`src/rtl/bellman_ford_relax.sv`:
```
// Bellman-Ford relaxation engine: seeds the vertex matrix, then sweeps every (i,j) edge once per pass.
// Optional macro RELAX_EARLY_EXIT_EN stops after the first pass that changes nothing.
// relax_state is a debug view of the FSM; IDLE encodes as 0.
module bellman_ford_relax #(
  parameter int NODES    = 16,
  parameter int WEIGHT_W = 32,
  parameter int PRED_W   = 4
) (
  input  logic                       clk,
  input  logic                       reset_n,
  input  logic                       relax_start,
  input  logic [PRED_W-1:0]          source,
  input  logic [WEIGHT_W-1:0]        adjmat_q,
  input  logic [PRED_W+WEIGHT_W-1:0] vertmat_q,
  output logic [PRED_W-1:0]          adjmat_row_addr,
  output logic [PRED_W-1:0]          adjmat_col_addr,
  output logic [PRED_W-1:0]          vertmat_addr,
  output logic [PRED_W+WEIGHT_W-1:0] vertmat_wdata,
  output logic                       vertmat_we,
  output logic                       relax_busy,
  output logic                       relax_done,
  output logic [PRED_W:0]            relax_passes,
  output logic [3:0]                 relax_state
);

  localparam logic [PRED_W-1:0]   LAST      = PRED_W'(NODES - 1);
  localparam logic [PRED_W:0]     LAST_PASS = (PRED_W + 1)'(NODES - 1);
  localparam logic [WEIGHT_W-1:0] INF       = {1'b0, {(WEIGHT_W - 1){1'b1}}};
  localparam logic [WEIGHT_W-1:0] MIN       = {1'b1, {(WEIGHT_W - 1){1'b0}}};
`ifdef RELAX_EARLY_EXIT_EN
  localparam bit EARLY_EXIT = 1'b1;
`else
  localparam bit EARLY_EXIT = 1'b0;
`endif

  typedef enum logic [3:0] {
    S_IDLE, S_INIT, S_A_SRC, S_A_DST, S_C_DST, S_CMP, S_WR, S_ADV, S_DONE
  } state_t;

  state_t                state;
  logic [PRED_W-1:0]     i, j, n, src;
  logic [WEIGHT_W-1:0]   svw, e, dvw;
  logic                  changed;

  logic signed [WEIGHT_W:0] sum, dvw_x;
  logic [WEIGHT_W-1:0]      clamped;
  logic                     relax;
  logic [PRED_W:0]          passes_inc;
  logic                     unused_pred;

  assign adjmat_row_addr = i;
  assign adjmat_col_addr = j;
  assign relax_state     = state;
  assign unused_pred     = ^vertmat_q[PRED_W+WEIGHT_W-1:WEIGHT_W];

  // One guard bit keeps the sum exact so the compare and clamp see the true value.
  assign sum        = $signed({svw[WEIGHT_W-1], svw}) + $signed({e[WEIGHT_W-1], e});
  assign dvw_x      = $signed({dvw[WEIGHT_W-1], dvw});
  assign relax      = (e != '0) && (svw != INF) && (sum < dvw_x);
  assign passes_inc = relax_passes + 1'b1;

  always_comb begin
    clamped = sum[WEIGHT_W-1:0];
    if (sum > $signed({1'b0, INF}))      clamped = INF;
    else if (sum < $signed({1'b1, MIN})) clamped = MIN;
  end

  function automatic logic [PRED_W+WEIGHT_W-1:0] seed_word(input logic [PRED_W-1:0] v,
                                                           input logic [PRED_W-1:0] s);
    return {v, (v == s) ? {WEIGHT_W{1'b0}} : INF};
  endfunction

  always_ff @(posedge clk or negedge reset_n) begin
    if (!reset_n) begin
      state         <= S_IDLE;
      i             <= '0;
      j             <= '0;
      n             <= '0;
      src           <= '0;
      svw           <= '0;
      e             <= '0;
      dvw           <= '0;
      changed       <= 1'b0;
      vertmat_addr  <= '0;
      vertmat_wdata <= '0;
      vertmat_we    <= 1'b0;
      relax_busy    <= 1'b0;
      relax_done    <= 1'b0;
      relax_passes  <= '0;
    end else begin
      case (state)
        S_IDLE, S_DONE: begin
          if (relax_start) begin
            src           <= source;
            n             <= '0;
            relax_passes  <= '0;
            relax_done    <= 1'b0;
            relax_busy    <= 1'b1;
            vertmat_we    <= 1'b1;
            vertmat_addr  <= '0;
            vertmat_wdata <= seed_word('0, source);
            state         <= S_INIT;
          end
        end
        S_INIT: begin
          if (n == LAST) begin
            vertmat_we   <= 1'b0;
            vertmat_addr <= '0;
            i            <= '0;
            j            <= '0;
            changed      <= 1'b0;
            state        <= S_A_SRC;
          end else begin
            n             <= n + 1'b1;
            vertmat_addr  <= n + 1'b1;
            vertmat_wdata <= seed_word(n + 1'b1, src);
          end
        end
        S_A_SRC: begin
          vertmat_addr <= j;
          state        <= S_A_DST;
        end
        S_A_DST: begin
          svw   <= vertmat_q[WEIGHT_W-1:0];
          e     <= adjmat_q;
          state <= S_C_DST;
        end
        S_C_DST: begin
          dvw   <= vertmat_q[WEIGHT_W-1:0];
          state <= S_CMP;
        end
        S_CMP: begin
          if (relax) begin
            vertmat_we    <= 1'b1;
            vertmat_addr  <= j;
            vertmat_wdata <= {i, clamped};
            changed       <= 1'b1;
            state         <= S_WR;
          end else begin
            state <= S_ADV;
          end
        end
        S_WR: begin
          vertmat_we <= 1'b0;
          state      <= S_ADV;
        end
        S_ADV: begin
          if (j == LAST) begin
            j <= '0;
            if (i == LAST) begin
              i            <= '0;
              relax_passes <= passes_inc;
              if (passes_inc == LAST_PASS || (EARLY_EXIT && !changed)) begin
                relax_busy <= 1'b0;
                relax_done <= 1'b1;
                state      <= S_DONE;
              end else begin
                changed      <= 1'b0;
                vertmat_addr <= '0;
                state        <= S_A_SRC;
              end
            end else begin
              i            <= i + 1'b1;
              vertmat_addr <= i + 1'b1;
              state        <= S_A_SRC;
            end
          end else begin
            j            <= j + 1'b1;
            vertmat_addr <= i;
            state        <= S_A_SRC;
          end
        end
        default: state <= S_IDLE;
      endcase
    end
  end

endmodule
```
`config.mk`:
```
export PLATFORM = sky130hd
export DESIGN_NAME = bellman_ford_relax
export DESIGN_NICKNAME = d
export VERILOG_FILES = /design/src/rtl/bellman_ford_relax.sv
export SDC_FILE = /design/constraint.sdc
export NUM_CORES = 1
export LEC_CHECK = 0
export CAP_MARGIN = 20
export CORE_AREA = 2 2 130 132
export DETAILED_ROUTE_END_ITERATION = 6
export DIE_AREA = 0 0 132 134
export MAX_ROUTING_LAYER = met4
export PLACE_DENSITY_LB_ADDON = 0.1
export SETUP_SLACK_MARGIN = 0.2
export SYNTH_ARGS = -nofsm -noshare
export SYNTH_HDL_FRONTEND = slang
export SYNTH_SLANG_ARGS = --single-unit
```
`constraint.sdc`:
```
create_clock -name clk -period 13.6 [get_ports clk]
set_clock_uncertainty 0.15 [all_clocks]
set_input_delay 4.08 -clock clk [delete_from_list [all_inputs] [get_ports clk]]
set_output_delay 4.08 -clock clk [all_outputs]
set_load 0.02 [all_outputs]
```
== Yosys cells after proc, flatten, opt, wreduce, memory -nomap -nowiden ==
Cells that the tools add are included.
Word-level totals
  memory bits (writable): 0
  ROM bits: 0
  memories: 0
  bits in registers: 164
  bits in latches: 0
Cells by class
  reduce and logical (&&, ||, !) cells: 22
  bitwise gates (word level): 0
  order comparisons: 3
  eq/ne operators: 22
  shift operators: 0
  mux-type cells: 47
  divide/modulo/power cells: 0
  multiply operators: 0
  add/subtract/negate cells: 5
Operator list (number)
  $mux W36: 3
  $pmux W36 S3: 1
  $mux W32: 2
  $mux W4: 16
  $mux W31: 2
  $add A32 B32 Y33: 1
  $gt A33 B32 Y1 const B: 1
  $lt A33 B32 Y1: 1
  $lt A33 B32 Y1 const B: 1
  $ne A32 B31 Y1 const B: 1
  $pmux W4 S8: 1
  $reduce_bool A32 Y1: 1
  $pmux W4 S2: 3
  $pmux W4 S5: 1
  $eq A4 B3 Y1 const B: 4
  $eq A4 B4 Y1 const B: 4
  $reduce_and A4 Y1: 4
  $mux W5: 3
  $ne A2 B2 Y1 const B: 7
  $add A4 B1 Y4 const B: 3
  $mux W1: 11
  $pmux W5 S2: 1
  $eq A4 B2 Y1 const B: 2
  $logic_not A4 Y1: 2
  16 further kinds: 23

== Logic depth before layout (Yosys ltp) ==
  depth after elaboration: 6
  depth in mapped cells: 23

== Worst setup path after synthesis ==
OpenSTA, ideal clock, no wires.
  path kind: input-to-reg
  start point: input source[1]
  end point: register vertmat_wdata[17]
  arrival time: 5274 ps
  stages: 7
  setup slack: 8044 ps
  path buffers: 2
  cell sequence: nor4_1 o22ai_1 or3_1 buf_6 a31oi_4 buf_6 a211oi_1
Between the ends
  longest elaborated chain between the ends: 4
RTL lines
  start: declaration: line 12  | input logic [PRED_W-1:0] source,
  $logic_not A4 Y1: line 70  | return {v, (v == s) ? {WEIGHT_W{1'b0}} : INF};
  $mux W31: line 70
  $mux W36: line 93  | if (relax_start) begin
  $pmux W36 S3: line 91  | case (state)
  end signal: assignment: line 101  | vertmat_wdata <= seed_word('0, source);
  end signal: assignment: line 116  | vertmat_wdata <= seed_word(n + 1'b1, src);
  end signal: assignment: line 136  | vertmat_wdata <= {i, clamped};
  end: declaration: line 18  | output logic [PRED_W+WEIGHT_W-1:0] vertmat_wdata,
Every way passes these cells. The select of a mux whose other input is x is not followed.
A chain may end at the register's enable or synchronous reset.

== Final worst setup path ==
  start point: register svw[1]
  end point: register vertmat_wdata[11]
Between the ends
  longest elaborated chain between the ends: 6
  elaborated cells between the ends (all ways): 13
RTL lines
  start: declaration: line 42  | logic [WEIGHT_W-1:0] svw, e, dvw;
  start signal: assignment: line 124  | svw <= vertmat_q[WEIGHT_W-1:0];
  $add A32 B32 Y33: line 57  | assign sum = $signed({svw[WEIGHT_W-1], svw}) + $signed({e[WEIGHT_W-1], e});
  $lt A33 B32 Y1: line 65  | else if (sum < $signed({1'b1, MIN})) clamped = MIN;
  $mux W32: line 65
  $mux W32: line 64  | if (sum > $signed({1'b0, INF})) clamped = INF;
  $mux W36: line 133  | if (relax) begin
  $pmux W36 S3: line 91
Several ways; a longest one is shown, not always the timed one. The select of a mux whose other input is x is not followed.

==> results.sh <==
export IMPL_status="complete, no violations"
export IMPL_pre_cts_slack_ns=6.952
export IMPL_fin_crit_sh_pct=46.54
export IMPL_vias_per_cell=5.968
export IMPL_initial_core_util_pct=58.88
export IMPL_yosys_area_top_type="dfrtp_1"
export IMPL_htreeDepth=4
export IMPL_synth_edf_count=0
export IMPL_drc=0
export IMPL_crit_fanout=28
export IMPL_nets=1257
export IMPL_required_ns=13.72
export IMPL_fmax_ghz=0.1580
export IMPL_syn_area_um2=9592
export IMPL_synth_ff_type="dfrtp_1"
export IMPL_ys_async_sr_fraction_pct=100.0
export IMPL_antenna_found_initial=0
export IMPL_cts_sinks=164
export IMPL_grt_max_degree=95
export IMPL_antenna_left=0
export IMPL_place_area_um2=11040
export IMPL_syn_inst=1001
export IMPL_synth_avg_cell_area_um2=9.582
export IMPL_crit_type="reg2reg"
export IMPL_dr_pass1_iters=5
export IMPL_drtIter0Drc=636
export IMPL_track_usage_pct=29.25
export IMPL_setup_slack_ns=7.271
export IMPL_period_needed_ns=6.329
export IMPL_ys_seq_area_share_pct=42.79
export IMPL_area_growth_pct=21.08
export IMPL_worst_pin_slew_ns=1.009
export IMPL_clock_latency_ns=0.43
export IMPL_clk_path_buf_depth=2
export IMPL_fp_dieH_um=134
export IMPL_vias=8027
export IMPL_clkTransAtPathRegs_ns=0.07
export IMPL_numCtsBuffers=17
export IMPL_drive_gt1_share_pct=11.20
export IMPL_grt_pass1_wl_um=39960
export IMPL_final_setup_tns_ns=0
export IMPL_ys_ff_latch=164
export IMPL_post_drt_wl_per_cell_um=17.99
export IMPL_ys_top_cells_by_area="dfrtp_1, ha_1, mux2_2"
export IMPL_row_count=47
export IMPL_start_kind="register"
export IMPL_gr_total_overflow=0
export IMPL_rsz0062_at_grt="false"
export IMPL_hold_violations=0
export IMPL_dieWidth_um=132
export IMPL_die_area_um2=17690
export IMPL_synth_warnings=0
export IMPL_cts_tree="done"
export IMPL_io_buffers=130
export IMPL_min_delay_path_class="reg2reg"
export IMPL_end_kind="register"
export IMPL_hold_ws_ns=0.3352
export IMPL_core_area_um2=16290
export IMPL_synth_top_area_share_pct=42.79
export IMPL_final_max_slew_viol_count=0
export IMPL_dp_hpwl_um=17640
export IMPL_cts_root_buf="clkbuf_16"
export IMPL_ios=135
export IMPL_synth_fp_nets=1146
export IMPL_setup_viol_count_final=0
export IMPL_cts_setup_buffers=0
export IMPL_yosysUniqueCellTypes=56
export IMPL_n_antenna_cell=0
export IMPL_cts_resized=0
export IMPL_place_congestion=0.9127
export IMPL_cts_hold_fix_buffers=0
export IMPL_wl_um=24190
export IMPL_worst_endpoint_arrival_ns=6.45
export IMPL_grt_pass1_vias=7747
export IMPL_final_area_um2=11610
export IMPL_maxSlewHeadroom_pct=32.60
export IMPL_maxCapViolations=0
[worst paths after layout]
kind	slack, ns	start	depth (start not counted)	to
max reg2reg	7.27	svw[1]	21	vertmat_wdata[11]
min reg2reg	0.34	vertmat_addr[1]	1	vertmat_addr[1]
max in group asynchronous	8.31	reset_n	2	dvw[0]
min	0.34	vertmat_addr[1]	1	vertmat_addr[1]
max	7.27	svw[1]	21	vertmat_wdata[11]
min in group asynchronous	3.56	reset_n	1	adjmat_col_addr[0]
[metrics by stage]
step / utilization [%] / std cells
after floorplan: - / 1001
after global placement: 67.75 / 1313
after detailed placement: 67.75 / 1313
after CTS: 71.30 / 1345
after global routing: 71.30 / 1345
final: 71.30 / 1345
[synth_stat cells (3+ instances only)]
cell type  instances
and3_1             4
o31ai_1            4
buf_2              6
nand2b_1           7
a31o_2             3
a211oi_1          32
xnor2_1           16
a31oi_1            6
nand4b_1           4
a21oi_1           75
inv_1             52
o21ai_0           91
nor3_1            27
ha_1              69
and2_1             4
a21o_1            25
nand2_1           84
o211ai_1           9
clkbuf_1          33
o22ai_1            4
nor2_1            73
nand3_1           19
nor3b_1            3
o21a_1             5
xor2_1            24
nor2b_1            4
a22oi_1            3
or3_1              8
or2_2              3
nor3_2             3
nand4_1           21
nor4_1            15
buf_6              5
dfrtp_1          164
mux2_2            69
[final cells by class]
class                           instances  area (um^2)
Clock buffer                           19        452.9
Inverter                               52        195.2
Timing Repair Buffer                  137         1355
Tap cell                              220        275.3
Multi-Input combinational cell        740         5107
Fill cell                            1299         4676
Sequential cell                       164         4104
Clock inverter                         13        123.9
[metal layers]
layer,GRT usage (%),wire [um]
met2,45.52,11360
met5,-,0
met3,5.367,1339
met4,7.911,446
met1,39.83,11050
[cells by family (layout without fill, tap and decap cells)]
logic type	Yosys count	count (layout)	synth area share [%]
and+or+nand+nor	283	283	14.09
muxes	70	70	8.205
DFF	164	164	42.79
buffers and inverters	97	221	4.266
AOI/OAI and AO/OA	277	277	17.79
xor gates and xnor gates	40	40	3.652
adders and majority gates	70	70	9.210
[cell usage in the layout (no fill, tap or decap), types with 5 or more instances in the layout]
| cell | netlist | layout |
|---|---|---|
| o21a_1 | 5 | 5 |
| inv_1 | 52 | 52 |
| o21ai_0 | 91 | 91 |
| o211ai_1 | 9 | 9 |
| or3_1 | 8 | 8 |
| xnor2_1 | 16 | 16 |
| clkdlybuf4s50_1 | 0 | 129 |
| a21oi_1 | 75 | 74 |
| nor3_1 | 27 | 25 |
| nand4_1 | 21 | 21 |
| clkbuf_16 | 0 | 17 |
| a21o_1 | 25 | 25 |
| a211oi_1 | 32 | 32 |
| nor2_1 | 73 | 73 |
| nand2b_1 | 7 | 7 |
| nand2_1 | 84 | 84 |
| mux2_2 | 69 | 69 |
| dfrtp_1 | 164 | 164 |
| nor4_1 | 15 | 15 |
| nand3_1 | 19 | 19 |
| nor3_2 | 3 | 5 |
| a31oi_1 | 6 | 6 |
| ha_1 | 69 | 69 |
| xor2_1 | 24 | 23 |
| buf_4 | 0 | 7 |
[sequential cells by signal, summed over array words and instances (netlist names)]
register	count
relax_busy	1
e	32
relax_passes	5
vertmat_wdata	36
relax_done	1
src	4
n	4
relax_state	4
dvw	32
svw	32
adjmat_row_addr	4
vertmat_addr	4
adjmat_col_addr	4
vertmat_we	1
[worst max-delay path: stages (launching register included)]
cell	delay [ns]
dfrtp_1	0.44
ha_1	0.35
a211oi_1	0.31
o21ai_0	0.25
a41o_1	0.37
a32oi_1	0.37
and2_1	0.27
o21ai_0	0.12
a21o_1	0.19
xnor2_1	0.40
inv_1	0.09
ha_1	0.21
a211oi_1	0.23
o22ai_1	0.12
nor4_1	0.28
o2111a_1	0.28
o221ai_2	0.16
and2_4	0.21
or3_1	0.36
buf_4	0.24
a31oi_4	0.60
nor3_1	0.16
Power is left out: the tool's default activity adds up to more than one toggle a clock period on the data nets, which glitch-free logic cannot reach.
==> RTL change 1 (config.mk and constraints unchanged) <==
Add a define of `RELAX_EARLY_EXIT_EN`.
--- a/src/rtl/bellman_ford_relax.sv
+++ b/src/rtl/bellman_ford_relax.sv
@@ -1,6 +1,8 @@
 // Bellman-Ford relaxation engine: seeds the vertex matrix, then sweeps every (i,j) edge once per pass.
 // Optional macro RELAX_EARLY_EXIT_EN stops after the first pass that changes nothing.
 // relax_state is a debug view of the FSM; IDLE encodes as 0.
+`define RELAX_EARLY_EXIT_EN
+
 module bellman_ford_relax #(
   parameter int NODES    = 16,
   parameter int WEIGHT_W = 32,
Function: same outputs for any inputs over 10 cycles, from zero or initial values and one cycle with reset_n low; that may be too few to reach the edited logic, so the function may still have changed.
==> RTL change 1 against the original RTL <==
- synthesized cell count shrank 6.1%
- routed wire length decreased by 1.8%
- highest routed layer unchanged
- final cell count down 3.8%
- worst setup slack lost 0.026 ns
- sequential cell count grew 1
- final area down 0.52%
- first-iteration DRC count is 6.9% higher
- synthesized area is 1.7% lower
- sequential share of layout area up 0.40 points
Power is not shown: default switching activity piles up to over one toggle a cycle in this logic, so the estimate is an artifact.
==> RTL change 1: results (changes against the original RTL) <==
status completed; DR iter-0 viols 680 (+6.9%); WL/cell 18.4 um (+2.1%); Post-DP HPWL 16900 um (-4.0%); CTS resizes 0 (unchanged); Least-Margin Pin Slew 0.906 ns (-0.102 ns); GRT Overall Usage 28.5% (-0.72 points); GR Util met1 38.2% (-1.6 points); synth top area cells dfrtp_1 44%, ha_1 9.2%, mux2_2 8.1%; most frequent cells after synthesis 165 x dfrtp_1, 108 x nand2_1, 69 x ha_1, 68 x mux2_2, 68 x o21ai_0; CP top delay family simple AND/OR/NAND/NOR gates; Syn Nets 1085 (-5.3%); via density per instance 5.98 (+0.12%); Post-CTS Setup Bufs 0 (unchanged); Final Wtd Congestion 0.906 (-0.75%); Hold Path Stages 2 (+1); HP Start vertmat_wdata[35]$_DFFE_PN0P_; reg2reg setup slack 7.84 ns (+0.57 ns); routed length on met2 11000 um (-2.8%); met3 WL 1250 um (-6.6%); Post-Route M1 WL 10900 um (-1.2%); worst reg2reg path depth 19 (-9.5%); pre-CTS setup slack 6.73 ns (-0.224 ns); Slowest-stage cell, CP nand2_1; cell total after placement 1261 (-4.0%); Setup crit start relax_start; met2 usage 44.3% (-1.2 points); routed vias 7732 (-3.7%); number of fill cells 1272 (-2.1%); Fin Hold WS 0.338 ns (+0.00289 ns); vias in the first global route 7477 (-3.5%); layout cells sized above 1 10.9% (-0.31 points); Synth cell types 60 (+7.1%); Max FO, Critical Path 16 (-43%); cell area after placement 10900 um^2 (-1.2%); Mean Syn Cell Area 10.0 um^2 (+4.7%); Worst Hold End vertmat_wdata[35]$_DFFE_PN0P_; Max Clk Rate 157 MHz (-0.41%); Critical Path End vertmat_wdata[23]$_DFFE_PN0P_; largest net degree at the start of global routing 94 (-1.1%); Reg-to-Reg Start svw[0]$_DFFE_PN0P_; Initial DRT Pass Iterations 5 (unchanged); fin nets 1206 (-4.1%); WP data arrival 6.52 ns (+0.07 ns); met3 GRT Util 4.72% (-0.64 points); post-synthesis sequential area ratio 43.8% (+1.0 points)
[RTL change 1: changes by cell type after synthesis, sizes merged, moves of 7 or more]
cell	before	now
o21ai	91	73
clkbuf	33	26
inv	52	45
o221a	0	30
nor3	30	8
nand2	84	108
nor2	73	51
a21oi	76	63
a211oi	32	7
and3	4	11
[RTL change 1: cell families after synthesis]
| logic type | after synthesis | synth area share (%) |
|---|---|---|
| AOI/OAI and AO/OA | 250 | 18.0 |
| xor gates and xnor gates | 40 | 3.72 |
| adders and majority gates | 70 | 9.37 |
| buffers and inverters | 78 | 3.38 |
| DFF | 165 | 43.8 |
| muxes | 70 | 8.34 |
| and+or+nand+nor | 267 | 13.4 |
[RTL change 1: layout make-up]
type / count / area, um^2 / area share [%]
inverters: 45 / 169 / 1.46
clock inverters: 11 / 144 / 1.25
multi-input cells: 697 / 4990 / 43.2
repair buffers: 135 / 1370 / 11.8
well taps: 220 / 275 / 2.38
clock buffers: 21 / 480 / 4.16
flip-flops and latches: 165 / 4130 / 35.7
==> RTL change 2 (same settings) <==
Made on the original files. Put one more register stage on the output `vertmat_addr`, with the module's reset. The value now appears one clock later. The other outputs are not delayed to match.
--- a/src/rtl/bellman_ford_relax.sv
+++ b/src/rtl/bellman_ford_relax.sv
@@ -36,6 +36,8 @@
   typedef enum logic [3:0] {
     S_IDLE, S_INIT, S_A_SRC, S_A_DST, S_C_DST, S_CMP, S_WR, S_ADV, S_DONE
   } state_t;
+
+  logic [PRED_W-1:0] vertmat_addr_s0;
 
   state_t                state;
   logic [PRED_W-1:0]     i, j, n, src;
@@ -81,7 +83,7 @@
       e             <= '0;
       dvw           <= '0;
       changed       <= 1'b0;
-      vertmat_addr  <= '0;
+      vertmat_addr_s0 <= '0;
       vertmat_wdata <= '0;
       vertmat_we    <= 1'b0;
       relax_busy    <= 1'b0;
@@ -97,7 +99,7 @@
             relax_done    <= 1'b0;
             relax_busy    <= 1'b1;
             vertmat_we    <= 1'b1;
-            vertmat_addr  <= '0;
+            vertmat_addr_s0 <= '0;
             vertmat_wdata <= seed_word('0, source);
             state         <= S_INIT;
           end
@@ -105,19 +107,19 @@
         S_INIT: begin
           if (n == LAST) begin
             vertmat_we   <= 1'b0;
-            vertmat_addr <= '0;
+            vertmat_addr_s0 <= '0;
             i            <= '0;
             j            <= '0;
             changed      <= 1'b0;
             state        <= S_A_SRC;
           end else begin
             n             <= n + 1'b1;
-            vertmat_addr  <= n + 1'b1;
+            vertmat_addr_s0 <= n + 1'b1;
             vertmat_wdata <= seed_word(n + 1'b1, src);
           end
         end
         S_A_SRC: begin
-          vertmat_addr <= j;
+          vertmat_addr_s0 <= j;
           state        <= S_A_DST;
         end
         S_A_DST: begin
@@ -132,7 +134,7 @@
         S_CMP: begin
           if (relax) begin
             vertmat_we    <= 1'b1;
-            vertmat_addr  <= j;
+            vertmat_addr_s0 <= j;
             vertmat_wdata <= {i, clamped};
             changed       <= 1'b1;
             state         <= S_WR;
@@ -156,17 +158,17 @@
                 state      <= S_DONE;
               end else begin
                 changed      <= 1'b0;
-                vertmat_addr <= '0;
+                vertmat_addr_s0 <= '0;
                 state        <= S_A_SRC;
               end
             end else begin
               i            <= i + 1'b1;
-              vertmat_addr <= i + 1'b1;
+              vertmat_addr_s0 <= i + 1'b1;
               state        <= S_A_SRC;
             end
           end else begin
             j            <= j + 1'b1;
-            vertmat_addr <= i;
+            vertmat_addr_s0 <= i;
             state        <= S_A_SRC;
           end
         end
@@ -175,4 +177,12 @@
     end
   end
 
+  always_ff @(posedge clk or negedge reset_n) begin
+    if (!reset_n) begin
+      vertmat_addr <= '0;
+    end else begin
+      vertmat_addr <= vertmat_addr_s0;
+    end
+  end
+
 endmodule
Function: changed (Yosys sat finds a counterexample within 4 cycles, from zero or initial values and one cycle with reset_n low).
==> RTL change 2 against the original RTL <==
- sequential cell count up 4
- routed wire length down 1.6%
- worst hold slack worse by 0.10 ns
- via count down 3.5%
- final area up 0.18%
- die area unchanged
- largest cell class unchanged
- count of clock-buffer cells in the layout unchanged
- critical endpoint is now vertmat_wdata[0]$_DFFE_PN0P_
- worst setup slack worse by 0.34 ns
- synthesized area up 0.12%
Power is not shown: default switching activity piles up to over one toggle a cycle in this logic, so the estimate is an artifact.
==> RTL change 2: results (changes against the original RTL) <==
H-tree depth 4 (unchanged); CTS resizes 0 (unchanged); ANT cells 0 (unchanged); area share of the largest cell type after synthesis 43.8% (+0.99 points); layout cells sized above 1 11.2% (-0.038 points); DR iter-0 viols 515 (-19%); Post-Route M1 WL 10700 um (-3.4%); Worst-Skew Late Latency 0.43 ns (about the same); CP top delay family compound AO/OA/AOI/OAI gates; Adder-Cell Fraction of Synth Area 9.20% (-0.011 points); Final Wtd Congestion 0.939 (+2.9%); Slew Viols, Final 0 (unchanged); WL/cell 18.2 um (+1.5%); proportion of synthesized area in mux cells 8.74% (+0.54 points); post-synthesis sequential area ratio 43.8% (+0.99 points); met3 WL 1270 um (-5.4%); yosys warns 0 (unchanged); largest net degree at the start of global routing 100 (+5.3%); CP max stage delay 0.91 ns (+0.31 ns); most frequent cells after synthesis 168 x dfrtp_1, 101 x nand2_1, 71 x o21ai_0, 69 x ha_1, 69 x mux2_2; Least-Margin Pin Slew 0.990 ns (-0.0187 ns); met2 usage 46.8% (+1.3 points); synth top area cells dfrtp_1 44%, ha_1 9.0%, mux2_2 8.1%; TritonCTS Buffers 17 (unchanged); Hold Path Stages 0 (-1); Post-CTS Setup Bufs 0 (unchanged); vias in the first global route 7772 (+0.32%); xor/xnor share of the synthesized area 3.10% (-0.55 points); Root Buffer clkbuf_16; Syn Nets 1098 (-4.2%); Compound-Gate Fraction of Synth Area 18.2% (+0.45 points); max reg flops 36 (unchanged); Slowest-stage cell, CP and2_2; HP Start vertmat_addr_s0[2]$_DFFE_PN0P_; Initial DRT Pass Iterations 5 (unchanged); Top Metal Used met4; Synth cell types 66 (+18%); clock buffer depth 2 (unchanged); routed vias 7749 (-3.5%); first-pass GRT wire length 39800 um (-0.36%); GR Util met1 38.5% (-1.3 points); initial antenna violation count 0 (unchanged); worst flop-to-flop path endpoint vertmat_wdata[0]$_DFFE_PN0P_; Worst Hold End vertmat_addr[2]$_DFF_PN0_; final hold violation count 0 (unchanged); reg2reg setup slack 6.93 ns (-0.34 ns); WP data arrival 6.83 ns (+0.38 ns); Reg-to-Reg Start svw[0]$_DFFE_PN0P_; status completed; fin nets 1216 (-3.3%); Reg with most FFs vertmat_wdata; number of fill cells 1266 (-2.5%); clk slew on worst S/H paths about 0.060 ns; routed length on met2 11400 um (about the same); Max FO, Critical Path 44 (+57%); GRT Overall Usage 29.4% (+0.097 points); met3 GRT Util 5.06% (-0.30 points); fraction of registers with async set/reset 100% (unchanged); worst reg2reg path depth 18 (-14%); Post-DP HPWL 17400 um (-1.6%)
RTL change 2: changes by cell type after synthesis, sizes merged, moves of 9 or more:
| cell | unedited run | this run |
|---|---|---|
| nor2 | 73 | 57 |
| a211oi | 32 | 9 |
| a21oi | 76 | 67 |
| o221a | 0 | 27 |
| clkbuf | 33 | 22 |
| o21ai | 91 | 81 |
| nand2 | 84 | 101 |
| nor3 | 30 | 14 |
RTL change 2: final cells by class:
class / count / area [um^2] / area share, %
Timing Repair Buffer: 133 / 1330 / 11.4
Tap cell: 220 / 275 / 2.37
Inverter: 45 / 169 / 1.45
Clock inverter: 13 / 145 / 1.25
Clock buffer: 19 / 443 / 3.81
Multi-Input combinational cell: 706 / 5070 / 43.6
Sequential cell: 168 / 4200 / 36.1
RTL change 2: metrics by stage:
step / hold slack (ns) / instance area, um^2 / std cells / setup slack [ns] / util, %
after floorplan: 0.204 / 9600 / 953 / 8.18 / -
after global placement: 0.214 / 11000 / 1272 / 6.76 / 67.8
final: 0.233 / 11600 / 1304 / 6.93 / 71.4
after detailed placement: 0.223 / 11000 / 1272 / 6.68 / 67.8
after CTS: 0.237 / 11600 / 1304 / 7.06 / 71.4
after global routing: 0.248 / 11600 / 1304 / 6.46 / 71.4
RTL change 2: how the worst max path moves through the flow:
stage	start	endpoint	cells after the start
after floorplan	source[1]	vertmat_wdata[17]$_DFFE_PN0P_	6
after global placement	relax_start	vertmat_wdata[19]$_DFFE_PN0P_	6
after detailed placement	relax_start	vertmat_wdata[10]$_DFFE_PN0P_	6
after CTS	svw[0]$_DFFE_PN0P_	vertmat_wdata[0]$_DFFE_PN0P_	18
after global routing	svw[0]$_DFFE_PN0P_	vertmat_wdata[0]$_DFFE_PN0P_	18
final	svw[0]$_DFFE_PN0P_	vertmat_wdata[0]$_DFFE_PN0P_	18
